## src/rtl/st_burst_ctrl.sv

```systemverilog
// st_burst_ctrl: button-started burst sequencer for the periodic sampling strobe ce_st.
// A synchronised BTN rising edge starts a burst of burst_r strobes spaced period_r
// clocks apart (burst_r == 0 runs until stop). Host config is accepted only in IDLE.
// Optional feature macro: BTN_DEBOUNCE_EN (adds a DB_CYCLES-clock button debouncer).
module st_burst_ctrl #(
  parameter int unsigned TCLK      = 20,
  parameter int unsigned TREP      = 200000,
  parameter int unsigned PW        = 16,
  parameter int unsigned BW        = 8,
  parameter int unsigned BURST_DEF = 8
`ifdef BTN_DEBOUNCE_EN
  ,
  parameter int unsigned DB_CYCLES = 500000
`endif
) (
  input  logic          clk,
  input  logic          rst_n,
  input  logic          BTN,
  input  logic          stop,
  input  logic          cfg_we,
  input  logic [PW-1:0] cfg_period,
  input  logic [BW-1:0] cfg_burst,
  output logic          ce_st,
  output logic          busy,
  output logic          done,
  output logic [BW-1:0] cnt
);

  localparam int unsigned N = TREP / TCLK;

  typedef enum logic [1:0] {
    IDLE = 2'd0,
    RUN  = 2'd1,
    DONE = 2'd2
  } state_t;

  state_t        state;
  logic          s1;
  logic          s2;
  logic          start_p;
  logic [PW-1:0] tact;
  logic [PW-1:0] period_r;
  logic [BW-1:0] burst_r;
  logic          tact_wrap_c;
  logic [BW-1:0] cnt_inc_c;

  // Two-flop synchroniser for the asynchronous button level
  always_ff @(posedge clk or negedge rst_n) begin
    if (!rst_n) begin
      s1 <= 1'b0;
      s2 <= 1'b0;
    end else begin
      s1 <= BTN;
      s2 <= s1;
    end
  end

`ifdef BTN_DEBOUNCE_EN
  localparam int unsigned DBW = $clog2(DB_CYCLES + 1);

  logic [DBW-1:0] db_cnt;
  logic           d;
  logic           d_prev;

  // Debounced level follows s2 only after DB_CYCLES consecutive differing clocks
  always_ff @(posedge clk or negedge rst_n) begin
    if (!rst_n) begin
      db_cnt <= '0;
      d      <= 1'b0;
      d_prev <= 1'b0;
    end else begin
      d_prev <= d;
      if (s2 == d) begin
        db_cnt <= '0;
      end else if (db_cnt == DBW'(DB_CYCLES - 1)) begin
        d      <= s2;
        db_cnt <= '0;
      end else begin
        db_cnt <= db_cnt + DBW'(1);
      end
    end
  end

  assign start_p = d & ~d_prev;
`else
  logic s3;

  // Edge-detect delay stage behind the synchroniser
  always_ff @(posedge clk or negedge rst_n) begin
    if (!rst_n) begin
      s3 <= 1'b0;
    end else begin
      s3 <= s2;
    end
  end

  assign start_p = s2 & ~s3;
`endif

  assign tact_wrap_c = (tact == period_r - PW'(1));
  assign cnt_inc_c   = cnt + BW'(1);

  // Burst FSM: config capture, tact timing, strobe/count/status generation
  always_ff @(posedge clk or negedge rst_n) begin
    if (!rst_n) begin
      state    <= IDLE;
      ce_st    <= 1'b0;
      busy     <= 1'b0;
      done     <= 1'b0;
      cnt      <= '0;
      tact     <= '0;
      period_r <= PW'(N);
      burst_r  <= BW'(BURST_DEF);
    end else begin
      ce_st <= 1'b0;
      done  <= 1'b0;
      unique case (state)
        IDLE: begin
          if (cfg_we) begin
            period_r <= (cfg_period < PW'(2)) ? PW'(2) : cfg_period;
            burst_r  <= cfg_burst;
          end
          if (start_p) begin
            state <= RUN;
            tact  <= '0;
            cnt   <= '0;
            busy  <= 1'b1;
          end
        end
        RUN: begin
          // stop has priority over a strobe due on the same edge
          if (stop) begin
            state <= IDLE;
            busy  <= 1'b0;
            tact  <= '0;
          end else if (tact_wrap_c) begin
            tact  <= '0;
            ce_st <= 1'b1;
            cnt   <= cnt_inc_c;
            if ((burst_r != '0) && (cnt_inc_c == burst_r)) begin
              state <= DONE;
            end
          end else begin
            tact <= tact + PW'(1);
          end
        end
        DONE: begin
          done  <= 1'b1;
          busy  <= 1'b0;
          state <= IDLE;
        end
        default: state <= IDLE;
      endcase
    end
  end

endmodule

```

## config.mk

```make
export PLATFORM = sky130hd
export DESIGN_NAME = st_burst_ctrl
export DESIGN_NICKNAME = d
export VERILOG_FILES = /design/src/rtl/st_burst_ctrl.sv
export SDC_FILE = /design/constraint.sdc
export NUM_CORES = 1
export LEC_CHECK = 0
export ABC_AREA = 1
export CAP_MARGIN = 20
export CORE_MARGIN = 2
export CORE_UTILIZATION = 45
export DETAILED_ROUTE_END_ITERATION = 16
export DONT_BUFFER_PORTS = 1
export HOLD_SLACK_MARGIN = 0.1
export PLACE_DENSITY = 0.66
export SETUP_SLACK_MARGIN = 0.2
export SLEW_MARGIN = 30
export SYNTH_ARGS = -nofsm -noshare
export SYNTH_HDL_FRONTEND = slang
export SYNTH_SLANG_ARGS = --single-unit
export TNS_END_PERCENT = 30
```

## constraint.sdc

```tcl
create_clock -name clk -period 1.85 [get_ports clk]
set_input_delay 0 -clock clk [delete_from_list [all_inputs] [get_ports clk]]
set_output_delay 0 -clock clk [all_outputs]
set_load 0.05 [all_outputs]
```

==> metrics.txt <==
RSZ-0062 raised after global routing true; DR vias approximately 3700; Seq/Total Area, Yosys 0.3807; Clk network pwr share 0.113; sw frac 0.4539; most prevalent standard cell on the critical path nand2_1; failing checks setup timing; Clock Tree Buf Depth 2; # nets final 649; Crit-path slowest cell dfrtp_1; area fraction of the dominant cell type after synthesis 0.3381; switching pwr 2802 uW; gp weighted congestion 0.9175; Synth Register Bits between 50 and 60; first-pass GRT wire length between 15000 and 20000 microns; CTS tree yes; Power per Cell Area ~1300 mW/mm^2; combinational fraction of design power 0.571; critical path data arrival time 2.30 ns; Num CTS Buffers 5; max-slew violation count 0; Slew @ Worst Pin 0.4969 ns; Total Routing Usage GR 0.2223; first drt pass iteration count 7; Placed Area about 0.0043 sq mm; Max Cap Viol 0; Worst path max stage delay ~0.45 ns; status finished with violations; relative slew slack 0.6657; top achievable clock speed approximately 0.48 GHz; final worst-path cycle share 1.132; Netlist cell types 36; Post-Syn Area per Cell 7.229 sq um; Via density 5.082; Detailed Route Iter0 Violations 263; CTS clk-pin slew, worst paths 0.10 ns; core area ~0.0081 sq mm; Initial Util 0.4573; Area contributors post-synth dfrtp_1, nand2_1, inv_1; Rows 33; Setup crit end kind flip-flop; Data required, critical path 2.06 ns; Area Growth Syn to Fin 32.79%; setup slack after layout -0.2438 ns; Hold Vio Cnt, Final 0; I/O pins 40; Final setup viols 27; Final Cell Area 0.004915 sq mm; layout cell share with drive strength beyond 1 0.2704; DR DRC count 0; clk_lat worst skew 0.31 ns; Antenna Cells 0; area leader, netlist dfrtp_1; GR Overflow Total 0; Flop pwr share 0.315; Die ar. 0.008966 sq mm; Sink Count between 50 and 60; synth warn 0; Startpoint Class flip-flop; synthesized area roughly 0.0037 sq mm; crit path time final 2.094 ns; CP Buf/Inv Count 2; Int Pwr 3371 uW; root cell of the clock tree clkbuf_8; pre-CTS WS -0.2307 ns; Pleak 0.002395 uW; CTS H-tree lvls 2; vias in the first global route 3415; cell family with most CP delay simple AND/OR/NAND/NOR gates; syn nets 548; critical path cell sequence inv_2 -> ha_4 -> nand2_4 -> nor2_8 -> nand2_1 -> o21ai_2 -> nand2_1 -> nor2_2 -> nand3_2 -> inv_2 -> nand2_4 -> nand2_8 -> nand2_4 -> nand2_1 -> nand2_1; Setup Skew 0.008994 ns; crit path kind flip-flop to flip-flop; PortBufs 0; cells after synthesis about 510; chip width 94.69 microns; wire per inst 13.45 microns; most common cell after layout, fill and taps aside nand2_1; initial antenna violation count 0; HP Class input port to async pin; most frequent cells in the layout nand2_1, buf_4, inv_1; Post-Route WL 9670 microns; Die Ht around 95 microns; Crit Path Max Fanout 6; pin count of the biggest net entering global routing 57; final antenna-violating net count 0; HPWL after DPL between 7000 and 8000 microns; maximum vdd drop between 0.4 and 0.5 mV
-- routing by layer --
metal | vias up | routed length (microns) | track usage
met5 | - | 0 | 0
met3 | 10 | 518 | 0.02554
met4 | 0 | 97 | 0.05072
met2 | 121 | 4533 | 0.3570
met1 | 1681 | 4521 | 0.3218
li1 | 1842 | - | -
-- final cells by class --
type                    count  area (sq um)
multi-input cells         387          2188
clock buffers               8         90.09
flip-flops and latches     56          1416
inverters                  61         229.0
well taps                 105         131.4
repair buffers            102         859.6
fillers                   710          3178
-- through the flow --
stage	TNS [ns]	hold WS [ns]	util	power [uW]	std cells
2_1_floorplan	-0.5380	-0.2956	-	3875	512
3_3_place_gp	-3.452	-0.2943	0.5353	4955	675
3_5_place_dp	-4.473	-0.2941	0.5353	4981	675
4_1_cts	-3.080	0.1992	0.5934	5930	717
5_1_grt	-7.902	0.2283	0.6073	6666	719
6_report	-4.952	0.2099	0.6073	6172	719
-- worst paths after layout --
kind	start	end	slack [ns]	cells past startpoint
min	rst_n	period_r[5]	0.21	2
min reg2reg	s1	s2	0.36	0
max in group asynchronous	rst_n	burst_r[3]	1.36	2
max reg2reg	period_r[1]	state[0]	-0.24	15
min in group clk	BTN	s1	0.24	1
max	period_r[1]	state[0]	-0.24	15
-- state kept, by name, indices dropped and copies added, names as in the netlist, 2 cells and up --
| signal | cells |
|---|---|
| cnt | 8 |
| state | 2 |
| burst_r | 8 |
| tact | 16 |
| period_r | 16 |
-- power by group through the flow --
stage / registers, uW / logic [uW] / clock network (uW)
3_3_place_gp: 1930 / 3020 / 0
5_1_grt: 1980 / 3930 / 757
6_report: 1950 / 3530 / 700
4_1_cts: 1930 / 3280 / 715
3_5_place_dp: 1930 / 3050 / 0
2_1_floorplan: 1860 / 2020 / 0
-- worst register-to-register path, cell delays in order, from the launching register on --
cell     delay, ns
dfrtp_1       0.45
inv_2         0.10
ha_4          0.17
nand2_4       0.10
nor2_8        0.15
nand2_1       0.08
o21ai_2       0.07
nand2_1       0.09
nor2_2        0.12
nand3_2       0.14
inv_2         0.13
nand2_4       0.13
nand2_8       0.13
nand2_4       0.05
nand2_1       0.06
nand2_1       0.04
-- logic make-up (layout without fill, tap and decap cells) --
kind of cell / after synthesis / count (layout) / share of synthesized area
AO/OA/AOI/OAI: 52 / 52 / 0.09027
adder cells (fa/ha/maj): 7 / 7 / 0.02366
XOR/XNOR: 23 / 23 / 0.05443
flip-flops: 56 / 56 / 0.3807
AND/OR/NAND/NOR: 303 / 305 / 0.3739
buffers and inverters: 71 / 171 / 0.07708
-- synth_stat cells, drive strengths merged --
cell type / number
nand3b: 2
o21ai: 26
nor3: 3
buf: 3
dfrtp: 50
dfstp: 6
nand3: 46
o211ai: 1
a21oi: 18
nand2: 168
o21bai: 2
nand4: 19
nor4: 3
nor2: 62
o22ai: 2
clkbuf: 7
a21o: 1
xor2: 16
ha: 7
inv: 61
a31oi: 1
xnor2: 7
a22oi: 1
-- timing repair --
item / CTS / global route
endpoints found under the hold margin: 91 / 0
setup buffers: 3 / 2
gates resized for setup: 8 / 25
cloned: 2 / 0
pin swaps: 10 / 4
setup endpoints to repair: 27 / 48
hold buffers: 29 / 0
No activity file was read; power rests on OpenSTA's default activity.
